[src/rtl/can_acc_filter.sv]
// Bit-serial CAN acceptance filter: assembles the arbitration field and compares ID bits on the fly.
// Optional RTR filtering is enabled by defining ACCFILT_RTR_EN (uses code_hi[13]/mask_hi[13]).
module can_acc_filter #(
  parameter bit MASK_CARE = 1'b1
) (
  input  logic        clk,
  input  logic        rst,
  input  logic        sof,
  input  logic        rxstrobe,
  input  logic        rxbit,
  input  logic        abort,
  input  logic [15:0] code_hi,
  input  logic [15:0] code_lo,
  input  logic [15:0] mask_hi,
  input  logic [15:0] mask_lo,
  output logic        busy,
  output logic        done,
  output logic        accept,
  output logic [28:0] id,
  output logic        ide,
  output logic        rtr
);

  typedef enum logic [2:0] {IDLE, BASE, R1, IDEB, EXT, RTRB} state_t;

  state_t      state_reg, state_next;
  logic [4:0]  bitcnt_reg, bitcnt_next;
  logic [28:0] shift_reg, shift_next;
  logic        r1_reg, r1_next;
  logic        r1_mis_reg, r1_mis_next;
  logic        mismatch_reg, mismatch_next;
  logic        done_reg, done_next;
  logic        accept_reg, accept_next;
  logic [28:0] id_reg, id_next;
  logic        ide_reg, ide_next;
  logic        rtr_reg, rtr_next;

  logic [28:0] cmp_code;
  logic [28:0] cmp_mask;
  logic        id_mis;
  logic        rtr_mis;
  logic        unused_bits;

  assign cmp_code = {code_hi[12:0], code_lo};
  assign cmp_mask = {mask_hi[12:0], mask_lo};
  assign id_mis   = (cmp_mask[bitcnt_reg] == MASK_CARE) & (rxbit ^ cmp_code[bitcnt_reg]);

`ifdef ACCFILT_RTR_EN
  assign rtr_mis = (mask_hi[13] == MASK_CARE) & (rxbit ^ code_hi[13]);
`else
  assign rtr_mis = 1'b0;
`endif

  assign unused_bits = &{1'b0, code_hi[15:13], mask_hi[15:13]};

  always_comb begin
    state_next    = state_reg;
    bitcnt_next   = bitcnt_reg;
    shift_next    = shift_reg;
    r1_next       = r1_reg;
    r1_mis_next   = r1_mis_reg;
    mismatch_next = mismatch_reg;
    done_next     = 1'b0;
    accept_next   = accept_reg;
    id_next       = id_reg;
    ide_next      = ide_reg;
    rtr_next      = rtr_reg;

    if (abort) begin
      state_next = IDLE;
    end else if (sof) begin
      // sof re-arms from any state; a strobe in the same cycle is dropped
      state_next    = BASE;
      bitcnt_next   = 5'd28;
      shift_next    = '0;
      mismatch_next = 1'b0;
      r1_mis_next   = 1'b0;
    end else if (rxstrobe) begin
      case (state_reg)
        BASE: begin
          shift_next[bitcnt_reg] = rxbit;
          mismatch_next          = mismatch_reg | id_mis;
          if (bitcnt_reg == 5'd18) state_next = R1;
          else                     bitcnt_next = bitcnt_reg - 5'd1;
        end
        R1: begin
          // RTR mismatch is held aside; it only counts if IDE shows a standard frame
          r1_next     = rxbit;
          r1_mis_next = rtr_mis;
          state_next  = IDEB;
        end
        IDEB: begin
          if (!rxbit) begin
            mismatch_next = mismatch_reg | r1_mis_reg;
            accept_next   = ~(mismatch_reg | r1_mis_reg);
            done_next     = 1'b1;
            id_next       = shift_reg;
            ide_next      = 1'b0;
            rtr_next      = r1_reg;
            state_next    = IDLE;
          end else begin
            bitcnt_next = 5'd17;
            state_next  = EXT;
          end
        end
        EXT: begin
          shift_next[bitcnt_reg] = rxbit;
          mismatch_next          = mismatch_reg | id_mis;
          if (bitcnt_reg == 5'd0) state_next = RTRB;
          else                    bitcnt_next = bitcnt_reg - 5'd1;
        end
        RTRB: begin
          mismatch_next = mismatch_reg | rtr_mis;
          accept_next   = ~(mismatch_reg | rtr_mis);
          done_next     = 1'b1;
          id_next       = shift_reg;
          ide_next      = 1'b1;
          rtr_next      = rxbit;
          state_next    = IDLE;
        end
        default: state_next = state_reg;
      endcase
    end
  end

  always_ff @(posedge clk) begin
    if (!rst) begin
      state_reg    <= IDLE;
      bitcnt_reg   <= '0;
      shift_reg    <= '0;
      r1_reg       <= 1'b0;
      r1_mis_reg   <= 1'b0;
      mismatch_reg <= 1'b0;
      done_reg     <= 1'b0;
      accept_reg   <= 1'b0;
      id_reg       <= '0;
      ide_reg      <= 1'b0;
      rtr_reg      <= 1'b0;
    end else begin
      state_reg    <= state_next;
      bitcnt_reg   <= bitcnt_next;
      shift_reg    <= shift_next;
      r1_reg       <= r1_next;
      r1_mis_reg   <= r1_mis_next;
      mismatch_reg <= mismatch_next;
      done_reg     <= done_next;
      accept_reg   <= accept_next;
      id_reg       <= id_next;
      ide_reg      <= ide_next;
      rtr_reg      <= rtr_next;
    end
  end

  assign busy   = (state_reg != IDLE);
  assign done   = done_reg;
  assign accept = accept_reg;
  assign id     = id_reg;
  assign ide    = ide_reg;
  assign rtr    = rtr_reg;

endmodule

[config.mk]
export PLATFORM = sky130hd
export DESIGN_NAME = can_acc_filter
export DESIGN_NICKNAME = d
export VERILOG_FILES = /design/src/rtl/can_acc_filter.sv
export SDC_FILE = /design/constraint.sdc
export NUM_CORES = 1
export LEC_CHECK = 0
export BUFFER_PORTS_ARGS = -buffer_cell sky130_fd_sc_hd__clkbuf_2
export CORE_UTILIZATION = 53
export DETAILED_ROUTE_END_ITERATION = 12
export HOLD_SLACK_MARGIN = 0.03
export PLACE_DENSITY = 0.8
export SKIP_CTS_REPAIR_TIMING = 1
export SYNTH_ARGS = -nofsm -noshare
export SYNTH_HDL_FRONTEND = slang
export SYNTH_SLANG_ARGS = --single-unit
[constraint.sdc]
create_clock -name clk -period 2.9 [get_ports clk]
set_input_delay 0.725 -clock clk [delete_from_list [all_inputs] [get_ports clk]]
set_output_delay 0.725 -clock clk [all_outputs]
set_load 0.005 [all_outputs]
* After elaboration in Yosys (flattened, before gate mapping)
Cells that the tools add are included.
** Word-level totals
- ROM bits :: 0
- Register bits after elaboration :: 73
- Logic and storage cells :: 102
- Bits in writable memories :: 0
- Memories :: 0
- Latch bits :: 0
** Operators by class
- Multipliers :: 0
- Reduce and logical (&&, ||, !) cells :: 23
- Order comparisons :: 2
- Equal/unequal tests :: 15
- Shift operators :: 0
- Divide/modulo/power cells :: 0
- Bitwise operators :: 10
- Add/sub/neg operators :: 1
- Muxes and demuxes :: 39
** Operators by type and width (number)
- 2-to-1 mux 29 bit :: 4
- one-hot mux 29 bit (2 select lines) :: 1
- bitwise mux 29 bit :: 1
- 2-to-1 mux 5 bit :: 5
- inequality test 3 bit, second input constant :: 6
- AND reduction 4 bit :: 4
- 2-to-1 mux 1 bit :: 15
- one-hot mux 3 bit (5 select lines) :: 1
- one-hot mux 5 bit (3 select lines) :: 1
- binary-select mux 1 bit (select 5 bit) :: 2
- one-hot mux 1 bit (2 select lines) :: 5
- 2-to-1 mux 3 bit :: 3
- nonzero test 2 bit :: 4
- equality test 3 x 2 -> 1 bit, second input constant :: 2
- equality test 3 bit, second input constant :: 2
- less-than comparator 5 x 6 -> 1 bit, second input constant :: 1
- inequality test 2 bit, second input constant :: 3
- NOT 1 bit :: 6
- AND reduction 3 bit :: 2
- AND reduction 6 bit :: 1
- nonzero test 3 bit :: 2
- nonzero test 6 bit :: 1
- demux 1 bit (select 5 bit) :: 1
- equality test 5 bit, second input constant :: 1
- 14 further kinds :: 16

* Logic depth before layout (Yosys ltp)
Gate-level depths: netlist of run 1.
- Depth after elaboration :: 8
- Gate-level depth with buffers :: 10
- Depth with buffers taken out :: 8

* Worst setup path after synthesis of run 1
Ideal clock, no wire load.
- Kind :: flip-flop to flip-flop
- Start :: reg bitcnt_reg[0]
- End :: reg bitcnt_reg[1]
- Stages on the path, launching flop included :: 10
- Clock period less this slack :: 2.356 ns
- Path slack :: 0.544 ns
- Arrival time :: 2.286 ns
- Data required time :: 2.830 ns
- Library setup time :: 0.070 ns
- Path buffers :: 2
- Cells stage by stage :: dfxtp_1 -> buf_2 -> buf_2 -> inv_1 -> ha_1 -> a311o_1 -> a21oi_2 -> o21bai_4 -> or4_1 -> a21boi_1
** On the way
- Longest elaborated chain between the ends :: 5
** RTL lines
- start: declaration :: RTL line 27 : logic [4:0] bitcnt_reg, bitcnt_next;
- start signal: assignment :: RTL line 141 : bitcnt_reg <= bitcnt_next;
- subtractor 5 x 1 -> 5 bit :: RTL line 84, 110
- 2-to-1 mux 5 bit, on equally long branches :: RTL line 109, 83
- one-hot mux 5 bit (3 select lines) :: RTL line 79 : case (state_reg)
- 2-to-1 mux 5 bit :: RTL line 78 : end else if (rxstrobe) begin
- 2-to-1 mux 5 bit :: RTL line 71 : end else if (sof) begin
Several ways; a longest one is shown, not always the timed one. The select of a mux whose other input is x is not followed.
A chain may end at the register's enable or synchronous reset.

* Worst setup path in the final report of run 1
- Start :: reg state_reg[2]
- End :: reg shift_reg[11]
** On the way
- Longest elaborated chain between the ends :: 4
** RTL lines
- start: declaration :: RTL line 26 : state_t state_reg, state_next;
- start signal: assignment :: RTL line 140 : state_reg <= state_next;
- equality test 3 bit / equality test 3 x 1 -> 1 bit (equally long branches) :: RTL line 79
- OR reduction 2 bit (no line) (*)
- nonzero test 2 bit (no line) (*)
- AND reduction 3 bit (no line) (*)
- end signal: assignment :: RTL line 142 : shift_reg <= shift_next;
- end: declaration :: RTL line 28 : logic [28:0] shift_reg, shift_next;
Mark *: on every way between the ends. The rest lies on a longest branch, timed or not.

==> results of run 1 <==
==> how the worst min path moves through the flow <==
stage                              from     end  slack, ps  cells past startpoint
after floorplan           shift_reg[18]  id[18]        430                      2
after global placement    shift_reg[23]  id[23]        440                      2
after detailed placement          id[4]   id[4]        450                      2
after CTS                 shift_reg[18]  id[18]        460                      2
after global routing             id[26]  id[26]        470                      2
final                             id[4]   id[4]        450                      2
==> kinds of logic (layout without fill, tap and decap cells) <==
logic type / Yosys count / after routing / share of synthesized area
AO/OA/AOI/OAI: 158 / 158 / 0.261
AND/OR/NAND/NOR: 152 / 152 / 0.194
flip-flops: 72 / 72 / 0.368
buffers and inverters: 52 / 133 / 0.0651
multiplexers: 24 / 24 / 0.0925
adder cells (fa/ha/maj): 4 / 4 / 0.0128
XOR/XNOR: 3 / 3 / 0.00670
==> layout make-up <==
type | instances | area, µm² | area share
flip-flops and latches | 72 | 1440 | 0.313
multi-input cells | 341 | 2230 | 0.484
inverters | 7 | 26.3 | 0.00571
clock buffers | 10 | 138 | 0.0299
repair buffers | 110 | 583 | 0.127
clock inverters | 6 | 66.3 | 0.0144
well taps | 96 | 120 | 0.0261
==> per-layer routing <==
| metal | share of wire | wire length, µm | GRT usage |
|---|---|---|---|
| met1 | 0.42 | 4060 | 0.326 |
| met2 | 0.50 | 4770 | 0.445 |
| met3 | 0.054 | 515 | 0.0386 |
| met4 | 0.024 | 233 | 0.122 |
| met5 | 0 | 0 | 0 |
==> metrics by stage <==
| step | worst slack (ps) | cells | power [mW] | hold slack, ps |
|---|---|---|---|---|
| 2_1_floorplan | 544 | 465 | 1.22 | 427 |
| 3_3_place_gp | 711 | 626 | 1.30 | 441 |
| 3_5_place_dp | 667 | 626 | 1.31 | 446 |
| 4_1_cts | 704 | 642 | 2.11 | 458 |
| 5_1_grt | 536 | 642 | 2.19 | 473 |
| 6_report | 669 | 642 | 2.10 | 454 |
==> placed cells by master (no fill, tap or decap), drive strengths merged, types with 3 or more instances in the layout <==
cell type / n
o211ai: 4
inv: 8
mux4: 9
ha: 4
mux2: 8
nor2b: 3
mux2i: 7
clkbuf: 107
nor3b: 5
and2: 9
nand2: 73
a31oi: 8
a21boi: 55
a21oi: 29
clkinvlp: 3
nor3: 4
buf: 13
nor2: 12
nand4: 3
nand3: 30
o21ai: 45
dfxtp: 72
a22oi: 3
==> where the power goes <==
part	switching [mW]	internal, mW
Sequential	0.0216	0.995
Combinational	0.144	0.126
Clock	0.388	0.422
==> worst max-delay path, delay by kind of cell, from the launching register on <==
family | cells | cell delay [ps]
AOI/OAI and AO/OA | 2 | 290
xor gates and xnor gates | 1 | 200
buffers and inverters | 1 | 250
DFF | 1 | 590
and+or+nand+nor | 4 | 820
==> metrics.md, run 1 <==
| Metric | Value |
|---|---|
| Post-synthesis register bit count | `72` |
| Ys flop type | `dfxtp_1` |
| Max-slew violations | `0` |
| Hold/Removal Path Class | `reg -> reg` |
| Worst-path maximum fanout | `31` |
| Worst EP required | `3190 ps` |
| Clock Skews | `11.3 ps` |
| Root buffer cell | `clkbuf_8` |
| P_leak | `1.76 nW` |
| Die Area | `7750 µm²` |
| Post-route cell area | `4600 µm²` |
| Worst slew margin | `0.509` |
| RSZ-0062 raised after global routing | `no` |
| Total gr overflow | `0` |
| Seq/Total Area, Yosys | `0.368` |
| Count of cell types in the netlist | `56` |
| Clock Sinks | `72` |
| Number of max-cap violations | `0` |
| FF-to-FF End | `shift_reg[11]` |
| Syn Nets | `539` |
| Final Critical Period | `2230 ps` |
| Vias in the first global route | `3,355` |
| Leading area contributor after synthesis | `dfxtp_1` |
| Gr usage total | `0.261` |
| Slowest CP cell | `dfxtp_1` |
| Top cells by count, synth | `nand2_1 (73), dfxtp_1 (72), o21ai_0 (41)` |
| CTS tree | `yes` |
| Ports | `104` |
| Core footprint | `6980 µm²` |
| Worst r2r path cells | `8` |
| Reg2reg setup slack | `670 ps` |
| Effective utilization at floorplan | `0.562` |
| ANT cells | `0` |
| Routed vias/inst | `5.81` |
| Worst r2r src | `state_reg[2]` |
| GP Congestion | `0.875` |
| Setup TNS | `0 ps` |
| Netlist Area Pre-Place | `3920 µm²` |
| Post-DRT Antenna Nets | `0` |
| Number of flops mapped to enable cells by yosys | `0` |
| First-pass GRT wire length | `15.7 mm` |
| Finished Core Util | `0.659` |
| Ys async rst share | `0` |
| Routed Wire Length | `9.57 mm` |
| Worst skew pair latency | `350 ps` |
| Slew @ Worst Pin | `735 ps` |
| Initial antenna violation count | `0` |
| DR WL/cell | `14.9 µm` |
| CP Class | `reg -> reg` |
| Via count | `3,733` |
| Number of CTS-inserted buffers | `9` |
| Critical Path Sink | `shift_reg[11]` |
| Peak per-stage delay on the critical path | `590 ps` |
| Post-DP HPWL | `6.59 mm` |
| Cell count after synthesis | `465` |
| Clock transition at path regs | `80 ps` |
| Placed inst area | `4400 µm²` |
| Clock buffer depth | `2` |
| PwrDens | `455 nW/µm²` |
| 1st-pass router iterations | `5` |
| Final period util | `0.769` |
| CP endpoint kind | `flop` |
| Top-count cell post-synth | `nand2_1` |
| Die Span Y | `88.0 µm` |
| # DRC | `0` |
| Top cell type's share of synthesized area | `0.368` |
| Status | `completed` |
| CP startpoint kind | `flop` |
| FP Rows | `30` |
| DR iter-0 viols | `197` |
| Final Hold Viols | `0` |
| Layout cell share with drive strength beyond 1 | `0.286` |
| Top area cells in the synthesized netlist | `dfxtp_1 (37%), nand2_1 (7.0%), a21boi_0 (6.1%), o21ai_0 (5.2%), mux4_2 (5.2%)` |
| # port buffers | `97` |
| # fillers | `636` |
| Max rail drop VDD | `0.236 mV` |
| Nets@finish | `615` |
| Die Span X | `88.0 µm` |
| Peak Freq | `448 MHz` |
| Worst path cell trace | `xor2_1 -> a31oi_1 -> or2_4 -> nor3b_4 -> buf_4 -> nand2_1 -> o21ai_0 -> and2_1` |
| Final setup fails | `0` |
| Synthesized area per cell | `8.43 µm²` |
| Area growth syn-to-layout | `17.4%` |
| Crit path launch | `state_reg[2]` |
| Largest net degree at the start of global routing | `38` |
| Worst EP arrival | `2520 ps` |
| CTS H-tree lvls | `3` |
| Yosys warns | `0` |
Power figures use the tool's default switching activity.
==> inputs of run 2 (changes only) <==
CORE_UTILIZATION = 48   (was 53)
PLACE_DENSITY = 0.77   (was 0.8)
clock period = 1.9 ns   (was 2.9 ns; I/O delays follow)
==> metrics.md, run 2 (synthesis gave the netlist of run 1 again) <==
| Metric | Value |
|---|---|
| Worst EP required | `2170 ps (was 3190 ps)` |
| # fillers | `676 (was 636)` |
| Multi-input gate area in the final layout | `2270 µm² (was 2230 µm²)` |
| Clock transition at path regs | `80 ps (about the same)` |
| Status | `completed (unchanged)` |
| Via count | `3,747 (was 3,733)` |
| Gr usage total | `0.228 (was 0.261)` |
| Final period util | `0.970 (was 0.769)` |
| Vias in the first global route | `3,401 (was 3,355)` |
| GP Congestion | `0.918 (was 0.875)` |
| CP endpoint kind | `flop (unchanged)` |
| CTS H-tree lvls | `3 (unchanged)` |
| CP Class | `reg -> reg (unchanged)` |
| First-pass GRT wire length | `15.6 mm (was 15.7 mm)` |
| Final Hold Viols | `0 (unchanged)` |
| Nets@finish | `642 (was 615)` |
| # DRC | `0 (unchanged)` |
| CTS tree | `yes (unchanged)` |
| ANT cells | `0 (unchanged)` |
| Number of CTS-inserted buffers | `9 (unchanged)` |
| Total gr overflow | `0 (unchanged)` |
| Clock buffer depth | `2 (unchanged)` |
| Setup TNS | `0 ps (unchanged)` |
| Worst hold slack | `402 ps (was 454 ps)` |
| Die Area | `8530 µm² (was 7750 µm²)` |
| Layout cell share with drive strength beyond 1 | `0.340 (was 0.286)` |
| Worst-path maximum fanout | `7 (was 31)` |
| Post-DP HPWL | `6.83 mm (was 6.59 mm)` |
| Worst EP arrival | `2120 ps (was 2520 ps)` |
| Clock Sinks | `72 (unchanged)` |
| Routed vias/inst | `5.55 (was 5.81)` |
| Worst path cell trace | `buf_4 -> ha_4 -> a311o_1 -> a21oi_2 -> o21bai_4 -> or4_1 -> a21boi_1 (was xor2_1 -> a31oi_1 -> or2_4 -> nor3b_4 -> buf_4 -> nand2_1 -> o21ai_0 -> and2_1)` |
| Slowest CP cell | `or4_1 (was dfxtp_1)` |
| Slew @ Worst Pin | `483 ps (was 735 ps)` |
| FP Rows | `32 (was 30)` |
| Placed Cells | `656 (was 626)` |
| FF+latch area | `1450 µm² (was 1440 µm²)` |
| 1st-pass router iterations | `5 (unchanged)` |
| Largest net degree at the start of global routing | `73 (was 38)` |
| Die Span X | `92.4 µm (was 88.0 µm)` |
| Clock network power share | `0.390 (was 0.386)` |
| Core footprint | `7810 µm² (was 6980 µm²)` |
| Die Span Y | `92.4 µm (was 88.0 µm)` |
| Combinational share of power | `0.150 (was 0.129)` |
| Commonest non-fill, non-tap cell in the layout | `clkbuf_2 (unchanged)` |
| PwrDens | `672 nW/µm² (was 455 nW/µm²)` |
| Routed Wire Length | `9.52 mm (was 9.57 mm)` |
| P_leak | `1.94 nW (was 1.76 nW)` |
| Peak Freq | `543 MHz (was 448 MHz)` |
| Area growth syn-to-layout | `26.3% (was 17.4%)` |
| NetSw | `841 µW (was 554 µW)` |
| # port buffers | `97 (unchanged)` |
| Hold/Removal Path Class | `in -> reg (was reg -> reg)` |
| Internal | `2.49 mW (was 1.54 mW)` |
| Clock Skews | `7.08 ps (was 11.3 ps)` |
| CP startpoint kind | `flop (unchanged)` |
| Switching share of power | `0.253 (was 0.264)` |
| Final setup fails | `0 (unchanged)` |
| Layout Cells excl Fill | `675 (was 642)` |
| Post-DRT Antenna Nets | `0 (unchanged)` |
| Worst skew pair latency | `350 ps (about the same)` |
| Placed inst area | `4660 µm² (was 4400 µm²)` |
| Ports | `104 (unchanged)` |
| Max rail drop VDD | `0.295 mV (was 0.236 mV)` |
| Effective utilization at floorplan | `0.502 (was 0.562)` |
| Post-route cell area | `4950 µm² (was 4600 µm²)` |
| Worst slew margin | `0.677 (was 0.509)` |
| Initial antenna violation count | `0 (unchanged)` |
| Delay-heaviest family, CP | `compound AO/OA/AOI/OAI gates (was simple AND/OR/NAND/NOR gates)` |
| DR iter-0 viols | `202 (was 197)` |
| Power share of the sequential group | `0.460 (was 0.485)` |
| Peak per-stage delay on the critical path | `400 ps (was 590 ps)` |
| Final Critical Period | `1840 ps (was 2230 ps)` |
| DR WL/cell | `14.1 µm (was 14.9 µm)` |
| Number of max-cap violations | `0 (unchanged)` |
| Root buffer cell | `clkbuf_8 (unchanged)` |
| Commonest cells after routing, fill and taps aside | `clkbuf_2 (97), nand2_1 (73), dfxtp_1 (68) (was clkbuf_2 (97), nand2_1 (73), dfxtp_1 (72))` |
| Max-slew violations | `0 (unchanged)` |
| CP Buf/Inv Count | `1 (unchanged)` |
-- run 2: worst paths after layout --
check / start / endpoint / slack (ps) / cells past startpoint
min reg2reg: shift_reg[18] / id[18] / 450 / 2
max: bitcnt_reg[1] / bitcnt_reg[1] / 60 / 7
max reg2reg: bitcnt_reg[1] / bitcnt_reg[1] / 60 / 7
min: abort / state_reg[0] / 400 / 2
-- run 2: area by class of cell --
cell class,count,area share
sequential,72,0.293
multi-input combinational,341,0.458
timing repair buffer,137,0.174
clock buffer,12,0.0336
tap,102,0.0258
clock inverter,4,0.0101
inverter,7,0.00581
-- run 2: stage by stage --
stage               setup slack (ps)  power, mW  utilization
finish                          57.3       3.33        0.634
detailed placement             -60.1       2.04        0.596
global route                   -2.76       3.45        0.634
floorplan                      -71.5       1.88            -
CTS                            -76.6       3.33        0.624
global placement                56.7       2.03        0.596
-- run 2: power groups by stage --
stage          combinational [mW]  clock, mW  sequential (mW)
6_report                    0.499       1.30             1.53
5_1_grt                     0.539       1.38             1.53
4_1_cts                     0.470       1.32             1.54
3_5_place_dp                0.468          0             1.57
3_3_place_gp                0.456          0             1.57
2_1_floorplan               0.314          0             1.56
-- run 2: routing by layer --
metal  track usage  wire length (µm)
met3        0.0452               517
met5             0                 0
met4        0.0781               144
met1         0.284              4110
met2         0.391              4750
==> inputs of run 3 (changes only) <==
==> constraint.sdc (replaced) <==
create_clock -name clk -period 1.9 [get_ports clk]
set_input_delay 0.38 -clock clk [delete_from_list [all_inputs] [get_ports clk]]
set_output_delay 0.38 -clock clk [all_outputs]
set_load 0.005 [all_outputs]
==> metrics.md, run 3 (synthesis gave the netlist of run 1 again) <==
| Metric | Value |
|---|---|
| DR top layer | `met4 (unchanged)` |
| 1st-pass router iterations | `4 (was 5)` |
| Root buffer cell | `clkbuf_8 (unchanged)` |
| WL met1 | `4.07 mm (was 4.11 mm)` |
| Nets@finish | `649 (was 642)` |
| Peak per-stage delay on the critical path | `430 ps (was 400 ps)` |
| Initial antenna violation count | `0 (unchanged)` |
| CTS H-tree lvls | `3 (unchanged)` |
| Finished Core Util | `0.648 (was 0.634)` |
| Metal2 WL | `4.87 mm (was 4.75 mm)` |
| WL met3 | `707 µm (was 517 µm)` |
| Worst Hold Launch | `abort (unchanged)` |
| Worst skew pair latency | `350 ps (about the same)` |
| Via count | `3,860 (was 3,747)` |
| Combinational share of power | `0.155 (was 0.150)` |
| Clock transition at path regs | `80 ps (about the same)` |
| CTS tree | `yes (unchanged)` |
| Layout Cells excl Fill | `682 (was 675)` |
| Slew @ Worst Pin | `705 ps (was 483 ps)` |
| Die Span X | `92.4 µm (unchanged)` |
| Number of max-cap violations | `0 (unchanged)` |
| Clock buffer depth | `2 (unchanged)` |
| CP startpoint kind | `flop (unchanged)` |
| Total gr overflow | `0 (unchanged)` |
| Core footprint | `7810 µm² (unchanged)` |
| Worst hold slack | `312 ps (was 402 ps)` |
| Effective utilization at floorplan | `0.502 (unchanged)` |
| CP Class | `reg -> reg (unchanged)` |
| Max rail drop VDD | `0.306 mV (was 0.295 mV)` |
| ANT cells | `0 (unchanged)` |
| DR WL/cell | `14.6 µm (was 14.1 µm)` |
| Worst r2r src | `bitcnt_reg[0] (was bitcnt_reg[1])` |
| Worst EP required | `2190 ps (was 2170 ps)` |
| P_leak | `1.99 nW (was 1.94 nW)` |
| Vias in the first global route | `3,613 (was 3,401)` |
| Status | `completed (unchanged)` |
| Final Total Pwr | `3.40 mW (was 3.33 mW)` |
| Die Area | `8530 µm² (unchanged)` |
| Routed vias/inst | `5.66 (was 5.55)` |
| Power share of the sequential group | `0.451 (was 0.460)` |
| Routed Wire Length | `9.93 mm (was 9.52 mm)` |
| Gr usage total | `0.237 (was 0.228)` |
| Peak Freq | `541 MHz (was 543 MHz)` |
| WHS Endpoint | `state_reg[0] (unchanged)` |
| Ports | `104 (unchanged)` |
| FF-to-FF End | `bitcnt_reg[1] (unchanged)` |
| Post-DRT Antenna Nets | `0 (unchanged)` |
| Worst path cell trace | `inv_4 -> ha_4 -> a311o_1 -> a21oi_2 -> o21bai_4 -> or4_1 -> a21boi_2 (was buf_4 -> ha_4 -> a311o_1 -> a21oi_2 -> o21bai_4 -> or4_1 -> a21boi_1)` |
| FP Rows | `32 (unchanged)` |
| DR iter-0 viols | `213 (was 202)` |
| Clock Skews | `7.55 ps (was 7.08 ps)` |
| Clock Sinks | `72 (unchanged)` |
| NetSw | `879 µW (was 841 µW)` |
| Die Span Y | `92.4 µm (unchanged)` |
| Final period util | `0.974 (was 0.970)` |
| # DRC | `0 (unchanged)` |
| CP endpoint kind | `flop (unchanged)` |
| Post-DP HPWL | `7.06 mm (was 6.83 mm)` |
| Switching share of power | `0.258 (was 0.253)` |
| First-pass GRT wire length | `16.2 mm (was 15.6 mm)` |
| Hold Path Stages | `2 (unchanged)` |
| PwrDens | `673 nW/µm² (was 672 nW/µm²)` |
| Layout cell share with drive strength beyond 1 | `0.353 (was 0.340)` |
| Worst slew margin | `0.528 (was 0.677)` |
| CP Buf/Inv Count | `1 (unchanged)` |
| Slowest CP cell | `or4_1 (unchanged)` |
| Worst-path maximum fanout | `6 (was 7)` |
| Final Critical Period | `1850 ps (was 1840 ps)` |
| Reg2reg setup slack | `50 ps (was 60 ps)` |
| Post-route cell area | `5060 µm² (was 4950 µm²)` |
| Worst r2r path cells | `7 (unchanged)` |
| Internal | `2.52 mW (was 2.49 mW)` |
| Worst EP arrival | `2140 ps (was 2120 ps)` |
| Commonest cells after routing, fill and taps aside | `clkbuf_2 (97), nand2_1 (73), dfxtp_1 (66) (was clkbuf_2 (97), nand2_1 (73), dfxtp_1 (68))` |
| Delay-heaviest family, CP | `compound AO/OA/AOI/OAI gates (unchanged)` |
| Placed Cells | `660 (was 656)` |
| GP Congestion | `0.941 (was 0.918)` |
| Final Hold Viols | `0 (unchanged)` |
| Clock network power share | `0.395 (was 0.390)` |
| Final setup fails | `0 (unchanged)` |
| Hold/Removal Path Class | `in -> reg (unchanged)` |
| Number of CTS-inserted buffers | `9 (unchanged)` |
| Area growth syn-to-layout | `28.9% (was 26.3%)` |
| Commonest non-fill, non-tap cell in the layout | `clkbuf_2 (unchanged)` |
| # port buffers | `97 (unchanged)` |
| Placed inst area | `4690 µm² (was 4660 µm²)` |
| Largest net degree at the start of global routing | `35 (was 73)` |
| Max-slew violations | `0 (unchanged)` |
run 3: cell count changes in the layout (fill, tap and decap cells not counted), sizes merged:
| cell | previous run | this run |
|---|---|---|
| bufinv | 1 | 2 |
| clkinvlp | 2 | 1 |
| inv | 7 | 9 |
| clkinv | 1 | 2 |
| buf | 40 | 47 |
| clkbuf | 109 | 106 |
run 3: how the worst max path moves through the flow:
| stage | from | to | slack [ps] | cells past startpoint |
|---|---|---|---|---|
| global route | bitcnt_reg[1] | state_reg[0] | -40 | 9 |
| floorplan | bitcnt_reg[0] | bitcnt_reg[1] | -70 | 9 |
| global placement | state_reg[1] | id[10] | 40 | 6 |
| CTS | state_reg[1] | id[22] | -100 | 6 |
| detailed placement | state_reg[1] | id[14] | -50 | 6 |
| finish | bitcnt_reg[0] | bitcnt_reg[1] | 50 | 7 |
run 3: stage by stage:
stage          worst slack, ps  TNS [ps]
6_report                  50.1         0
5_1_grt                  -39.4     -93.6
4_1_cts                   -103     -2230
3_5_place_dp             -47.1      -373
3_3_place_gp              35.4         0
2_1_floorplan            -71.5     -71.5
run 3: cell type report:
| type | count | area [µm²] |
|---|---|---|
| clock buffer | 9 | 124 |
| clock inverter | 7 | 92.6 |
| fill | 665 | 2750 |
| inverter | 7 | 28.8 |
| multi-input combinational | 341 | 2300 |
| sequential | 72 | 1460 |
| tap | 102 | 128 |
| timing repair buffer | 144 | 928 |
run 3: power by group through the flow:
stage / Sequential, mW / Clock, mW / Combinational (mW)
floorplan: 1.56 / 0 / 0.314
global placement: 1.57 / 0 / 0.468
detailed placement: 1.57 / 0 / 0.483
CTS: 1.54 / 1.36 / 0.485
global route: 1.54 / 1.43 / 0.570
finish: 1.53 / 1.34 / 0.526
run 3: worst reg2reg max path: stages (launching register included):
cell and delay, ps:
dfxtp_4 390, inv_4 60, ha_4 160, a311o_1 290, a21oi_2 180, o21bai_4 110
or4_1 430, a21boi_2 140
run 3: layer usage:
| metal | vias up | track usage |
|---|---|---|
| met5 | - | 0 |
| met4 | 0 | 0.105 |
| met3 | 30 | 0.0534 |
| met2 | 167 | 0.399 |
| met1 | 1784 | 0.288 |
| li1 | 1879 | - |
